--- src/rtl/alu_pkg.sv ---
// Shared definitions for the ALU driver: widths, ALUop codes, FSM encoding
// and opcode classification helpers.
package alu_pkg;

  localparam int DATA_WIDTH = 32;
  localparam int ITER_W     = 4;

  localparam logic [2:0] OP_AND = 3'b000;
  localparam logic [2:0] OP_OR  = 3'b001;
  localparam logic [2:0] OP_ADD = 3'b010;
  localparam logic [2:0] OP_SUB = 3'b110;
  localparam logic [2:0] OP_SLT = 3'b111;

  typedef enum logic [1:0] {
    ST_IDLE = 2'b00,
    ST_EXEC = 2'b01,
    ST_RESP = 2'b10
  } state_t;

  // True for the five opcodes the ALU implements.
  function automatic logic is_legal_op(input logic [2:0] op);
    logic legal;
    case (op)
      OP_AND, OP_OR, OP_ADD, OP_SUB, OP_SLT: legal = 1'b1;
      default:                               legal = 1'b0;
    endcase
    return legal;
  endfunction

  // True where the ALU defines Overflow and CarryOut.
  function automatic logic is_arith_op(input logic [2:0] op);
    logic arith;
    case (op)
      OP_ADD, OP_SUB: arith = 1'b1;
      default:        arith = 1'b0;
    endcase
    return arith;
  endfunction

endpackage

--- src/rtl/alu_driver.sv ---
// Sequential initiator for the external 32-bit combinational ALU. Takes one
// command at a time, drives the ALU from registers for N = iter+1 cycles,
// feeding Result back into A, then holds a response until it is consumed.
import alu_pkg::*;

module alu_driver #(
  parameter int DATA_WIDTH = alu_pkg::DATA_WIDTH,
  parameter int ITER_W     = alu_pkg::ITER_W
) (
  input  logic                  clk,
  input  logic                  rst,
  input  logic                  cmd_valid,
  output logic                  cmd_ready,
  input  logic [2:0]            cmd_op,
  input  logic [DATA_WIDTH-1:0] cmd_a,
  input  logic [DATA_WIDTH-1:0] cmd_b,
  input  logic [ITER_W-1:0]     cmd_iter,
  output logic [DATA_WIDTH-1:0] alu_A,
  output logic [DATA_WIDTH-1:0] alu_B,
  output logic [2:0]            alu_ALUop,
  input  logic [DATA_WIDTH-1:0] alu_Result,
  input  logic                  alu_Overflow,
  input  logic                  alu_CarryOut,
  input  logic                  alu_Zero,
  output logic                  rsp_valid,
  input  logic                  rsp_ready,
  output logic [DATA_WIDTH-1:0] rsp_result,
  output logic                  rsp_overflow,
  output logic                  rsp_carry,
  output logic                  rsp_zero,
  output logic                  rsp_err
);

  state_t                  state_r;
  state_t                  state_next_s;
  logic [2:0]              op_r;
  logic [DATA_WIDTH-1:0]   acc_r;
  logic [DATA_WIDTH-1:0]   b_r;
  logic [ITER_W-1:0]       cnt_r;
  logic                    ovf_r;
  logic                    carry_r;
  logic                    zero_r;
  logic                    err_r;
  logic                    accept_s;
  logic                    cmd_legal_s;
  logic                    arith_s;

  assign accept_s    = (state_r == ST_IDLE) && cmd_valid;
  assign cmd_legal_s = is_legal_op(cmd_op);
  assign arith_s     = is_arith_op(op_r);

  // State register.
  always_ff @(posedge clk or posedge rst) begin
    if (rst) begin
      state_r <= ST_IDLE;
    end else begin
      state_r <= state_next_s;
    end
  end

  // Next-state logic. Illegal commands also pass through one EXEC cycle (with
  // the ALU left idle) so response latency is the same as a single-pass op.
  always_comb begin
    state_next_s = state_r;
    case (state_r)
      ST_IDLE: begin
        if (cmd_valid) begin
          state_next_s = ST_EXEC;
        end else begin
          state_next_s = ST_IDLE;
        end
      end
      ST_EXEC: begin
        if (cnt_r == {ITER_W{1'b0}}) begin
          state_next_s = ST_RESP;
        end else begin
          state_next_s = ST_EXEC;
        end
      end
      ST_RESP: begin
        if (rsp_ready) begin
          state_next_s = ST_IDLE;
        end else begin
          state_next_s = ST_RESP;
        end
      end
      default: state_next_s = ST_IDLE;
    endcase
  end

  // Command capture, iteration accumulator and sticky/last-value flags.
  always_ff @(posedge clk or posedge rst) begin
    if (rst) begin
      op_r    <= 3'b000;
      acc_r   <= {DATA_WIDTH{1'b0}};
      b_r     <= {DATA_WIDTH{1'b0}};
      cnt_r   <= {ITER_W{1'b0}};
      ovf_r   <= 1'b0;
      carry_r <= 1'b0;
      zero_r  <= 1'b0;
      err_r   <= 1'b0;
    end else begin
      case (state_r)
        ST_IDLE: begin
          if (accept_s) begin
            op_r    <= cmd_op;
            b_r     <= cmd_b;
            ovf_r   <= 1'b0;
            carry_r <= 1'b0;
            zero_r  <= 1'b0;
            if (cmd_legal_s) begin
              acc_r <= cmd_a;
              cnt_r <= cmd_iter;
              err_r <= 1'b0;
            end else begin
              acc_r <= {DATA_WIDTH{1'b0}};
              cnt_r <= {ITER_W{1'b0}};
              err_r <= 1'b1;
            end
          end
        end
        ST_EXEC: begin
          if (!err_r) begin
            acc_r   <= alu_Result;
            ovf_r   <= ovf_r | (arith_s & alu_Overflow);
            carry_r <= arith_s & alu_CarryOut;
            zero_r  <= alu_Zero;
          end
          if (cnt_r != {ITER_W{1'b0}}) begin
            cnt_r <= cnt_r - {{(ITER_W-1){1'b0}}, 1'b1};
          end
        end
        ST_RESP: begin
          op_r <= op_r;
        end
        default: begin
          op_r <= op_r;
        end
      endcase
    end
  end

  // Output decode: ALU ports only live in EXEC for legal ops, response
  // fields only visible in RESP; everything else idles at zero.
  always_comb begin
    cmd_ready    = 1'b0;
    alu_A        = {DATA_WIDTH{1'b0}};
    alu_B        = {DATA_WIDTH{1'b0}};
    alu_ALUop    = 3'b000;
    rsp_valid    = 1'b0;
    rsp_result   = {DATA_WIDTH{1'b0}};
    rsp_overflow = 1'b0;
    rsp_carry    = 1'b0;
    rsp_zero     = 1'b0;
    rsp_err      = 1'b0;
    case (state_r)
      ST_IDLE: begin
        cmd_ready = ~rst;
      end
      ST_EXEC: begin
        if (!err_r) begin
          alu_A     = acc_r;
          alu_B     = b_r;
          alu_ALUop = op_r;
        end else begin
          alu_ALUop = 3'b000;
        end
      end
      ST_RESP: begin
        rsp_valid    = 1'b1;
        rsp_result   = acc_r;
        rsp_overflow = ovf_r;
        rsp_carry    = carry_r;
        rsp_zero     = zero_r;
        rsp_err      = err_r;
      end
      default: begin
        cmd_ready = 1'b0;
      end
    endcase
  end

endmodule

--- config.mk ---
export PLATFORM = sky130hd
export DESIGN_NAME = alu_driver
export DESIGN_NICKNAME = d
export VERILOG_FILES = /design/src/rtl/alu_pkg.sv /design/src/rtl/alu_driver.sv
export SDC_FILE = /design/constraint.sdc
export NUM_CORES = 1
export LEC_CHECK = 0
export CORE_AREA = 2 2 85 127
export CTS_CLUSTER_DIAMETER = 60
export DETAILED_ROUTE_END_ITERATION = 10
export DIE_AREA = 0 0 87 129
export HOLD_SLACK_MARGIN = 0.06
export PLACE_DENSITY_LB_ADDON = 0.15
export RECOVER_POWER = 25
export SLEW_MARGIN = 20
export SYNTH_ARGS = -nofsm -noshare
export SYNTH_HDL_FRONTEND = slang
export SYNTH_SLANG_ARGS = --single-unit
--- constraint.sdc ---
create_clock -name clk -period 7.05 [get_ports clk]
set_input_delay 1.41 -clock clk [delete_from_list [all_inputs] [get_ports clk]]
set_output_delay 1.41 -clock clk [all_outputs]
set_load 0.03 [all_outputs]
Word-level counts from Yosys, hierarchy flattened
Index checks and enable logic that the tools add are counted.
Word-level totals
  register bits: 77
  input bits: 110
  word-level logic and storage cells: 71
Cells by class
  $add $sub $neg: 1
  equality and inequality tests: 11
  muxes and demuxes: 35
  bitwise logic cells: 4
  reduce and logical (&&, ||, !) cells: 11
Operators with widths (count)
  two-way mux 32 bit: 8
  case mux 32 bit (2 select lines): 1
  two-way mux 1 bit: 14
  two-way mux 4 bit: 3
  == test 3 bit (second input constant): 3
  case mux 4 bit (2 select lines): 1
  == test 3 x 2 -> 1 bit (second input constant): 2
  two-way mux 3 bit: 2
  inequality test 2 bit (second input constant): 3
  case mux 1 bit (2 select lines): 3
  case mux 2 bit (3 select lines): 1
  AND reduction 3 bit: 2
  OR reduction 5 bit: 1
  zero test 4 bit: 1
  two-way mux 2 bit: 2
  nonzero test 4 bit: 1
  subtractor 4 x 1 -> 4 bit (second input constant): 1
  == test 3 x 1 -> 1 bit (second input constant): 1
  zero test 3 bit: 1
  AND 1 bit: 2
  == test 2 x 1 -> 1 bit (second input constant): 1
  == test 2 bit (second input constant): 1
  zero test 2 bit: 1
  AND reduction 2 bit: 1
  5 further kinds: 5

Longest topological paths before layout
Gate-level depths: netlist (run 1).
  depth after elaboration: 7
  depth in mapped cells: 6

Least setup slack after synthesis (run 1)
No wires, ideal clock.
  path type: input to output
  from: in rst
  to: out cmd_ready
  arrival time: 2.062 ns
  data required time: 5.640 ns
  setup slack: 3.578 ns
  stages: 1
  path buffers: 0
  path through: nor3_1
On the way
  cells in the longest elaborated chain, start to end: 2
RTL lines
  start, declared: line alu_driver.sv:11  | input logic rst,
  inverter 1 bit: line alu_driver.sv:158  | cmd_ready = ~rst;
  two-way mux 1 bit: line alu_driver.sv:156  | case (state_r)
  end, declared: line alu_driver.sv:13  | output logic cmd_ready,
No other way between the ends.

Worst setup path in the final report (run 1)
  from: reg state_r[1]
  to: out alu_A[21]
On the way
  cells in the longest elaborated chain, start to end: 2
RTL lines
  start, declared: line alu_driver.sv:34  | state_t state_r;
  start signal, assigned: line alu_driver.sv:57  | state_r <= state_next_s;
  == test 2 x 1 -> 1 bit: line alu_driver.sv:156
  two-way mux 32 bit: line alu_driver.sv:156
  end, declared: line alu_driver.sv:18  | output logic [DATA_WIDTH-1:0] alu_A,
No other way between the ends.

==> run_results.csv, run 1 <==
group,metric,value,unit
finish,layout.nets,750,
run_status,outcome,"complete, no violations",
synthesis,dominantRegCellSynth,"sky130_fd_sc_hd__dfrtp_1",
die,core_area,10100,um2
synthesis,yosysWarnings,0,
timing,clock.fmax,202,MHz
timing,postLayoutSetupSlackWorst,2090,ps
finish,final.fill_count,804,
finish,final-seq-area,1930,um2
worst_setup_path,crit_chain,"buf_4, nand2b_2, buf_4, nor3_1, clkdlybuf4s50_1",
synthesis,synth-edff-count,0,
timing,max_clock_skew,8.55,ps
synthesis,synth_fp_nets,563,
clocking,cts_repair_resize_count,0,
grt,grtUsageMet1,31.5,%
synthesis,yosys.cell_types.count,36,
worst_setup_path,crit_required,5640,ps
timing,max-slew-margin-rel,37.1,%
die,effective_utilization_at_floorplan,43.2,%
timing,report.final.hold_viol_count,0,
clocking,numCtsBuffers,9,
drt,post_route_drc,0,
power,total_chip_power,3.28,mW
drt,count_of_tritonroute_iterations_in_the_first_routing_pass,4,
worst_setup_path,cpLargestDelayFamily,"buffers and inverters",
timing,fin_crit_sh,70.3,%
power,power.static_leakage,2.80,nW
grt,met2_usage,39.6,%
finish,most-common-layout-cells,"212 x sky130_fd_sc_hd__clkdlybuf4s50_1, 77 x sky130_fd_sc_hd__dfrtp_1, 38 x sky130_fd_sc_hd__inv_1, 38 x sky130_fd_sc_hd__and2_1, 37 x sky130_fd_sc_hd__nor2_1",
finish,postLayoutCoreUtil,67.7,%
drt,viasPerCell,5.66,
timing,setup_violations,0,
placed_design,place_inst,744,
drt,remaining_antenna_violation_count,0,
clocking,tritoncts,"done",
worst_setup_path,timing.critical_path.from_type,"flop",
finish,drive_gt1_share,10.6,%
die,die_width,87,um
worst_setup_path,path_buf_inv,3,
grt,first_pass_grt_wire_length,22100,um
grt,globalRoute.totalOverflow,0,
drt,detail_route.wl_per_cell,18.1,um
clocking,cts_post_setup_buffers_inserted,0,
placed_design,port_buffers,214,
timing,rsz0062_at_grt,"false",
placed_design,detailed_place_hpwl,9310,um
worst_setup_path,worstPathMaxFanout,41,
grt,grt_antenna_before_repair,0,
finish,multi_input_comb_area,2050,um2
die,chipHeight,129,um
synthesis,syn-instance-count,451,
power,cellPowerDensity,481,nW/um2
grt,number_of_global_route_vias_before_repair,4379,
drt,vias,4295,
clocking,clock-root-buffer,"sky130_fd_sc_hd__clkbuf_16",
placed_design,finalWeightedCongestion,0.829,
grt,pin_count_of_the_biggest_net_entering_global_routing,78,
finish,fin_area,6820,um2
power,power.ir.vdd_worst,0.270,mV
hold_path,min-delay-path-class,"flop to flop",
drt,drtIter0Drc,275,
timing,finalMaxSlewViolations,0,
timing,final.hold.worst_slack,497,ps
drt,routed_wl,13800,um
die,floorplan.rows,45,
finish,commonest_non_fill_non_tap_cell_in_the_layout,"sky130_fd_sc_hd__clkdlybuf4s50_1",
timing,timing.final.crit_period,4960,ps
grt,grt_use_total,24.8,%
synthesis,synth_seq_cells,77,
grt,globalRoute.busiestLayer,"met2",
synthesis,syn_area,4350,um2
synthesis,avgSynthCellArea,9.64,um2
clocking,clock_latency,330,ps
clocking,cts_max_path_buffers,2,
clocking,cts_num_sinks,77,
clocking,path_clk_slew,60,ps
die,design.portCount,215,
clocking,htree_levels,3,
grt,grt_use_met3,6.09,%
timing,worst_pin_slew,938,ps
finish,n_antenna_cell,0,
worst_setup_path,critical_path.most_common_cell,"sky130_fd_sc_hd__buf_4",
worst_setup_path,end_kind,"output pin",
worst_setup_path,crit_slowest_cell,"sky130_fd_sc_hd__dfrtp_1",
finish,area_growth_syn_to_layout,56.8,%
worst_setup_path,critPathArrivalTime,3550,ps
worst_setup_path,critical_path.max_stage_delay,860,ps
run,drv.max_cap_violation_count,0,
die,design.die.area,11200,um2
timing,timing.setup.tns,0,ps
clocking,hold_buffers,0,
finish,layout.cells.non_filler,759,
placed_design,placed_area,6500,um2
worst_setup_path,worstSetupPathType,"flop to output pin",
synthesis,seq_area_frac_synth,44.3,%
placed_design,pre_cts_slack,2510,ps
synthesis,ys_async_sr_fraction,100,%
==> area by class of cell <==
class | instances | share of cell area (%)
Inverter | 40 | 2.22
Timing Repair Buffer | 226 | 32.8
Clock inverter | 6 | 1.30
Tap cell | 117 | 2.15
Multi-Input combinational cell | 284 | 30.0
Sequential cell | 77 | 28.2
Clock buffer | 9 | 3.30
==> worst reg2reg max path, stage by stage, from the launching register on <==
cell                        delay, ps
sky130_fd_sc_hd__dfrtp_1          860
sky130_fd_sc_hd__buf_4            410
sky130_fd_sc_hd__nand2b_2         770
sky130_fd_sc_hd__buf_4            470
sky130_fd_sc_hd__nand4_1          150
sky130_fd_sc_hd__a2bb2oi_1        200
==> synth_stat cells, drive strengths merged, types with 5 or more instances <==
| cell type | number | area [um2] |
|---|---|---|
| dfrtp | 77 | 1930 |
| inv | 40 | 150 |
| and2 | 38 | 238 |
| nor2 | 37 | 139 |
| mux2 | 35 | 394 |
| nor3 | 35 | 175 |
| nand4 | 34 | 213 |
| a221oi | 32 | 280 |
| a2bb2oi | 32 | 280 |
| buf | 28 | 151 |
| clkbuf | 22 | 82.6 |
| o21ai | 5 | 25.0 |
==> where the power goes <==
group / switching [mW] / internal, mW / leakage, nW / total [mW]
clock network: 0.180 / 0.308 / 0.147 / 0.487
logic: 1.10 / 0.882 / 1.76 / 1.98
registers: 0.145 / 0.673 / 0.897 / 0.817
==> final timing paths <==
path                                  from         to  slack (ps)  cells past startpoint
worst max-delay path            state_r[1]  alu_A[21]        2090                      5
worst min-delay path                 ovf_r      ovf_r         500                      2
worst max register to register  state_r[1]   acc_r[4]        4100                      5
worst min register to register       ovf_r      ovf_r         500                      2
max in group asynchronous              rst    b_r[15]        4770                      3
min in group asynchronous              rst  acc_r[10]        1810                      3
==> sequential cells by signal, summed over array words and instances (netlist names) <==
| signal | flops |
|---|---|
| state_r | 2 |
| zero_r | 1 |
| carry_r | 1 |
| err_r | 1 |
| op_r | 3 |
| acc_r | 32 |
| ovf_r | 1 |
| b_r | 32 |
| cnt_r | 4 |
==> routing by layer <==
metal | vias up | wire, um | part of all wire [%]
met5 | - | 0 | 0
met4 | 0 | 322 | 2.3
met3 | 25 | 1160 | 8.4
met2 | 209 | 6730 | 49
met1 | 2052 | 5560 | 40
li1 | 2009 | - | -
==> cells by family after synthesis <==
group                    synth area share [%]
flip-flops                               44.3
AND/OR/NAND/NOR                          21.0
adder cells (fa/ha/maj)                 0.575
buffers and inverters                    8.83
AO/OA/AOI/OAI                            16.0
multiplexers                             9.29
No activity file was read; power rests on OpenSTA's default activity.
==> run 2, diff against run 1 <==
--- a/config.mk
+++ b/config.mk
@@ -5,10 +5,10 @@
 export SDC_FILE = /design/constraint.sdc
 export NUM_CORES = 1
 export LEC_CHECK = 0
-export CORE_AREA = 2 2 85 127
+export CORE_AREA = 2 2 92 138
 export CTS_CLUSTER_DIAMETER = 60
 export DETAILED_ROUTE_END_ITERATION = 10
-export DIE_AREA = 0 0 87 129
+export DIE_AREA = 0 0 94 140
 export HOLD_SLACK_MARGIN = 0.06
 export PLACE_DENSITY_LB_ADDON = 0.15
 export RECOVER_POWER = 25
==> constraint.sdc (replaced) <==
create_clock -name clk -period 4.09 [get_ports clk]
set_input_delay 0.818 -clock clk [delete_from_list [all_inputs] [get_ports clk]]
set_output_delay 0.818 -clock clk [all_outputs]
set_load 0.03 [all_outputs]
==> run_results.csv, run 2 (synthesis gave the netlist of run 1 again) <==
group,metric,value,unit
drt,top_layer,"met4",
drt,post_route_drc,0,
finish,final.fill_count,1092,
worst_setup_path,critical_path.max_stage_delay,690,ps
grt,grt_use_total,21.7,%
clocking,cts_max_path_buffers,2,
worst_setup_path,worst_setup_path_startpoint,"state_r[1]",
power,share_comb_of_total_power,60.2,%
placed_design,detailed_place_hpwl,9820,um
die,effective_utilization_at_floorplan,36.4,%
grt,first_pass_grt_wire_length,22600,um
finish,area_growth_syn_to_layout,58.8,%
timing,final.hold.worst_slack,496,ps
finish,drive_gt1_share,10.5,%
run_status,outcome,"complete, but fails checks",
power,power.static_leakage,2.81,nW
grt,globalRoute.totalOverflow,0,
timing,max-slew-margin-rel,-4.57,%
timing,finalMaxSlewViolations,35,
power,power.sequential.fraction,24.6,%
run,drv.max_cap_violation_count,2,
grt,grt_antenna_before_repair,0,
finish,registers_with_the_highest_flip_flop_counts,"acc_r x32, b_r x32, cnt_r x4",
drt,wl_met3,1200,um
timing,timing.setup.tns,0,ps
timing,max_clock_skew,9.45,ps
finish,n_antenna_cell,0,
worst_setup_path,worstSetupPathType,"flop to output pin",
hold_path,whs_endpoint,"b_r[30]",
power,cellPowerDensity,830,nW/um2
finish,layout.nets,752,
worst_setup_path,end_kind,"output pin",
die,chipHeight,140,um
timing,setup_violations,0,
clocking,numCtsBuffers,9,
power,switchingPower,2.46,mW
power,power.share.switching,43.0,%
clocking,cts_repair_resize_count,0,
grt,number_of_global_route_vias_before_repair,4447,
worst_setup_path,r2r.worst_path.cells,6,
timing,timing.final.crit_period,3360,ps
hold_path,hp-start,"b_r[30]",
clocking,path_clk_slew,60,ps
clocking,cts_num_sinks,77,
finish,postLayoutCoreUtil,57.8,%
worst_setup_path,crit_chain,"buf_4, and2b_1, inv_1, buf_4, nor2_1, clkdlybuf4s50_1",
placed_design,port_buffers,214,
finish,most-common-layout-cells,"212 x sky130_fd_sc_hd__clkdlybuf4s50_1, 75 x sky130_fd_sc_hd__dfrtp_1, 39 x sky130_fd_sc_hd__inv_1, 38 x sky130_fd_sc_hd__and2_1, 37 x sky130_fd_sc_hd__nor2_1",
drt,count_of_tritonroute_iterations_in_the_first_routing_pass,5,
clocking,tritoncts,"done",
drt,viasPerCell,5.34,
power,p_int,3.27,mW
clocking,cts_post_setup_buffers_inserted,0,
finish,commonest_non_fill_non_tap_cell_in_the_layout,"sky130_fd_sc_hd__clkdlybuf4s50_1",
run_status,failed_checks,"max-capacitance violations, max-slew violations",
worst_setup_path,crit_required,3270,ps
clocking,clock_latency,330,ps
worst_setup_path,regToRegStartpoint,"state_r[0]",
timing,fin_crit_sh,82.2,%
die,die_width,94,um
worst_setup_path,cpLargestDelayFamily,"buffers and inverters",
power,power.ir.vdd_worst,0.411,mV
drt,routed_wl,14200,um
placed_design,finalWeightedCongestion,0.814,
worst_setup_path,critPathArrivalTime,2540,ps
worst_setup_path,timing.critical_path.from_type,"flop",
timing,worst_pin_slew,1560,ps
timing,rsz0062_at_grt,"false",
clocking,hold_buffers,0,
worst_setup_path,crit_slowest_cell,"sky130_fd_sc_hd__clkdlybuf4s50_1",
worst_setup_path,timing.reg2reg.setup_slack,1880,ps
worst_setup_path,path_buf_inv,4,
drt,remaining_antenna_violation_count,0,
timing,clock.fmax,297,MHz
drt,drtIter0Drc,268,
hold_path,min-delay-path-class,"flop to flop",
clocking,htree_levels,3,
worst_setup_path,critical_path.most_common_cell,"sky130_fd_sc_hd__buf_4",
drt,detail_route.wl_per_cell,17.8,um
hold_path,worstHoldPathCells,1,
grt,pin_count_of_the_biggest_net_entering_global_routing,55,
die,floorplan.rows,49,
die,design.die.area,13200,um2
timing,report.final.hold_viol_count,0,
worst_setup_path,worstPathMaxFanout,46,
drt,route.layer.met1.wl,5630,um
timing,postLayoutSetupSlackWorst,728,ps
die,core_area,12000,um2
clocking,clock-root-buffer,"sky130_fd_sc_hd__clkbuf_16",
drt,met2WireLength,7030,um
placed_design,pre_cts_slack,1080,ps
die,design.portCount,215,
power,clk_pwr_share,15.2,%
drt,vias,4262,
worst_setup_path,regToRegEndpoint,"acc_r[20]",
-- run 2: worst max path at each step --
stage / end / slack, ps / depth (start not counted)
2_1_floorplan: acc_r[0] / 1310 / 1
3_3_place_gp: rsp_result[1] / 1140 / 6
3_5_place_dp: rsp_result[13] / 1080 / 6
4_1_cts: rsp_result[13] / 710 / 6
5_1_grt: b_r[0] / 310 / 3
6_report: rsp_result[5] / 730 / 6
-- run 2: final cells by class --
class                      count  area (um2)  area share (%)
inverter                      40         151            2.19
multi-input combinational    284        2050            29.7
clock inverter                 3        67.6           0.978
timing repair buffer         228        2250            32.6
clock buffer                  13         260            3.77
sequential                    77        1930            27.9
tap                          153         191            2.77
-- run 2: metal layers --
layer,up-vias,track usage [%]
met5,-,0
met4,0,9.61
met3,17,6.13
met2,195,35.8
met1,2037,26.3
li1,2013,-
-- run 2: power groups by stage --
| stage | registers [mW] | logic (mW) | clock network [mW] |
|---|---|---|---|
| final | 1.41 | 3.45 | 0.873 |
| after global routing | 1.47 | 3.72 | 0.932 |
| after floorplan | 1.31 | 2.38 | 0 |
| after CTS | 1.41 | 3.49 | 0.899 |
| after detailed placement | 1.42 | 3.47 | 0 |
| after global placement | 1.40 | 3.43 | 0 |
-- run 2: through the flow --
stage	cells	total power, mW	area, um2
after CTS	798	5.80	6910
after global routing	798	6.11	6910
after detailed placement	782	4.90	6590
after global placement	782	4.83	6590
after floorplan	451	3.69	4350
final	798	5.73	6910
==> edit: new RTL, config.mk and constraints of run 2 <==
Put a register stage on the output `rsp_overflow`, with the module's reset. The value now appears one clock later. The other outputs are not delayed to match.
--- a/src/rtl/alu_driver.sv
+++ b/src/rtl/alu_driver.sv
@@ -30,6 +30,8 @@
   output logic                  rsp_zero,
   output logic                  rsp_err
 );
+
+  logic rsp_overflow_d;
 
   state_t                  state_r;
   state_t                  state_next_s;
@@ -149,7 +151,7 @@
     alu_ALUop    = 3'b000;
     rsp_valid    = 1'b0;
     rsp_result   = {DATA_WIDTH{1'b0}};
-    rsp_overflow = 1'b0;
+    rsp_overflow_d = 1'b0;
     rsp_carry    = 1'b0;
     rsp_zero     = 1'b0;
     rsp_err      = 1'b0;
@@ -169,7 +171,7 @@
       ST_RESP: begin
         rsp_valid    = 1'b1;
         rsp_result   = acc_r;
-        rsp_overflow = ovf_r;
+        rsp_overflow_d = ovf_r;
         rsp_carry    = carry_r;
         rsp_zero     = zero_r;
         rsp_err      = err_r;
@@ -180,5 +182,13 @@
     endcase
   end
 
+  always_ff @(posedge clk or posedge rst) begin
+    if (rst) begin
+      rsp_overflow <= '0;
+    end else begin
+      rsp_overflow <= rsp_overflow_d;
+    end
+  end
+
 endmodule
 
Behaviour: not the same (a bounded check fails within 4 cycles, from zero or initial values and one cycle with rst high).
==> edit against run 2 <==
The run still ends with capacitance limit, slew limit left; sequential cell count up 1; area after synthesis increased by 0.58%; power decreased by 3.4%; sequential share of layout area grew 0.66 points; cell area fell by 1.2%; wire length is 1.7% lower; hold slack got worse by 6.8 ps; via count up 1.3%; setup slack worse by 2.9 ps.
==> edit: results (changes against run 2) <==
- Clk_lat worst skew: 330 ps (about the same)
- Clk root buf: sky130_fd_sc_hd__clkbuf_16
- Final non-filler cell total: 802 (+0.50%)
- Max_cap viols: 1 (-1)
- Net count after synthesis: 564 (+0.18%)
- Fin. max-slew vios: 38 (+8.6%)
- Post-layout nets: 756 (+0.53%)
- Top cells by instance count after synthesis: sky130_fd_sc_hd__dfrtp_1 (78), sky130_fd_sc_hd__inv_1 (40), sky130_fd_sc_hd__and2_1 (38)
- Vias: 4319 (+1.3%)
- Gr usage total: 20.9% (-0.84 points)
- CTS H-tree depth: 3 (unchanged)
- Peak fanout along the critical path: 21 (-54%)
- Number of antenna violations at the first check in global routing: 1 (+1)
- Final clock skew: 7.03 ps (-2.43 ps)
- Share of the clock period used by the worst path: 82.3% (about the same)
- Endpoint of the worst-slack reg-to-reg timing path: carry_r
- Average wire per cell in the routed design: 17.4 um (-2.2%)
- Hold crit path type: flop to flop
- Arrival time at the worst endpoint: 2550 ps (about the same)
- Post-Synthesis Cells: 452 (+0.22%)
- Share of layout cells above drive strength 1: 13.3% (+2.7 points)
- Routability Congestion: 0.793 (-2.6%)
- FF-to-FF setup slack: 1840 ps (-40 ps)
- PostCTS Resize Cnt: 0 (unchanged)
- Number of input and output port buffers inserted: 214 (unchanged)
- CP max stage cell: sky130_fd_sc_hd__clkdlybuf4s50_1
- Pin count of the biggest net entering global routing: 47 (-15%)
- Worst setup path endpoint: alu_A[17]
- Clk slew on worst S/H paths: 60 ps (about the same)
- Pre-CTS setup slack: 1160 ps (+81.6 ps)
- Post-synth cell types: 36 (unchanged)
- First-pass GRT wire length: 22100 um (-2.2%)
- Worst R2R Path Depth: 5 (-1)
- Detailed Place HPWL: 9640 um (-1.9%)
- PwrDens: 811 nW/um2 (-2.2%)
- Relative slew slack: -12.4% (-7.8 points)
- Run status: finished with violations
- Count of filler cells inserted in the layout: 1104 (+1.1%)
- Crit. Startpoint: state_r[1]
- Maximum vdd ir drop: 0.399 mV (-3.0%)
- Leading registers by flop count: acc_r x32, b_r x32, cnt_r x4
- Number of post-CTS setup repair buffers: 0 (unchanged)
- Dpl cell area: 6570 um2 (-0.27%)
- Number of instances in the placed design: 786 (+0.51%)
- Pre-antenna DRT Iters: 4 (-1)
- CTS Buffer Depth: 2 (unchanged)
- Crit path largest cell delay: ~700 ps
- DRC violation total after the first TritonRoute iteration: 189 (-29%)
- Cells taking the most area after synthesis: sky130_fd_sc_hd__dfrtp_1 (45%), sky130_fd_sc_hd__mux2_2 (9.0%), sky130_fd_sc_hd__a221oi_1 (6.4%), sky130_fd_sc_hd__a2bb2oi_1 (6.4%), sky130_fd_sc_hd__and2_1 (5.4%)
- Vias in the first global route: 4461 (+0.31%)
- Post-synthesis sequential area ratio: 44.6% (+0.32 points)
- Leakage power summed over all cells: 2.83 nW (+0.64%)
- Violations in the final reports: capacitance limit, slew limit
edit: cell types whose count changed after synthesis:
| cell | before | now |
|---|---|---|
| sky130_fd_sc_hd__dfrtp_1 | 77 | 78 |
edit: report_power, final:
part           internal, W  switching (W)
clock network     0.000408       0.000307
registers          0.00117       0.000199
logic              0.00150        0.00195
total              0.00308        0.00246
edit: cell type report:
class                      count  share of cell area [%]
timing repair buffer         231                    32.5
multi-input combinational    284                    29.9
sequential                    78                    28.6
clock buffer                  10                    3.35
tap                          153                    2.80
inverter                      40                    2.22
clock inverter                 5                   0.532
antenna                        1                  0.0367
edit: cells by family after synthesis:
group,Yosys count,share of synthesized area (%)
and+or+nand+nor,163,20.9
buffers and inverters,90,8.78
AOI/OAI and AO/OA,83,15.9
DFF,78,44.6
muxes,36,9.24
adders and majority gates,2,0.572
edit: per-stage QoR:
step	total power [W]	hold WS, ps	util [%]
6_report	0.00554	489	57.1
5_1_grt	0.00592	512	57.1
4_1_cts	0.00560	497	57.2
3_5_place_dp	0.00486	475	54.9
3_3_place_gp	0.00478	470	54.9
2_1_floorplan	0.00370	454	-
edit: per-layer routing:
metal / track usage [%] / up-vias / wire, um
met5: 0 / - / 0
met4: 7.40 / 0 / 294
met3: 5.22 / 18 / 1000
met2: 36.5 / 173 / 7060
met1: 24.5 / 2110 / 5570
li1: - / 2018 / -
edit: worst min path at each step:
stage,endpoint,startpoint,slack (ps),depth (start not counted)
6_report,rsp_overflow,ovf_r,490,1
5_1_grt,b_r[8],b_r[8],510,1
3_3_place_gp,rsp_overflow,ovf_r,470,1
3_5_place_dp,rsp_overflow,ovf_r,480,1
4_1_cts,rsp_overflow,ovf_r,500,1
2_1_floorplan,rsp_overflow,ovf_r,450,1
edit: worst register-to-register path, cell delays in order, from the launching register on:
cell and delay [ps]:
sky130_fd_sc_hd__dfrtp_1 370, sky130_fd_sc_hd__nand2b_1 720, sky130_fd_sc_hd__buf_4 330, sky130_fd_sc_hd__buf_4 350, sky130_fd_sc_hd__nor2_1 110, sky130_fd_sc_hd__mux2_2 270
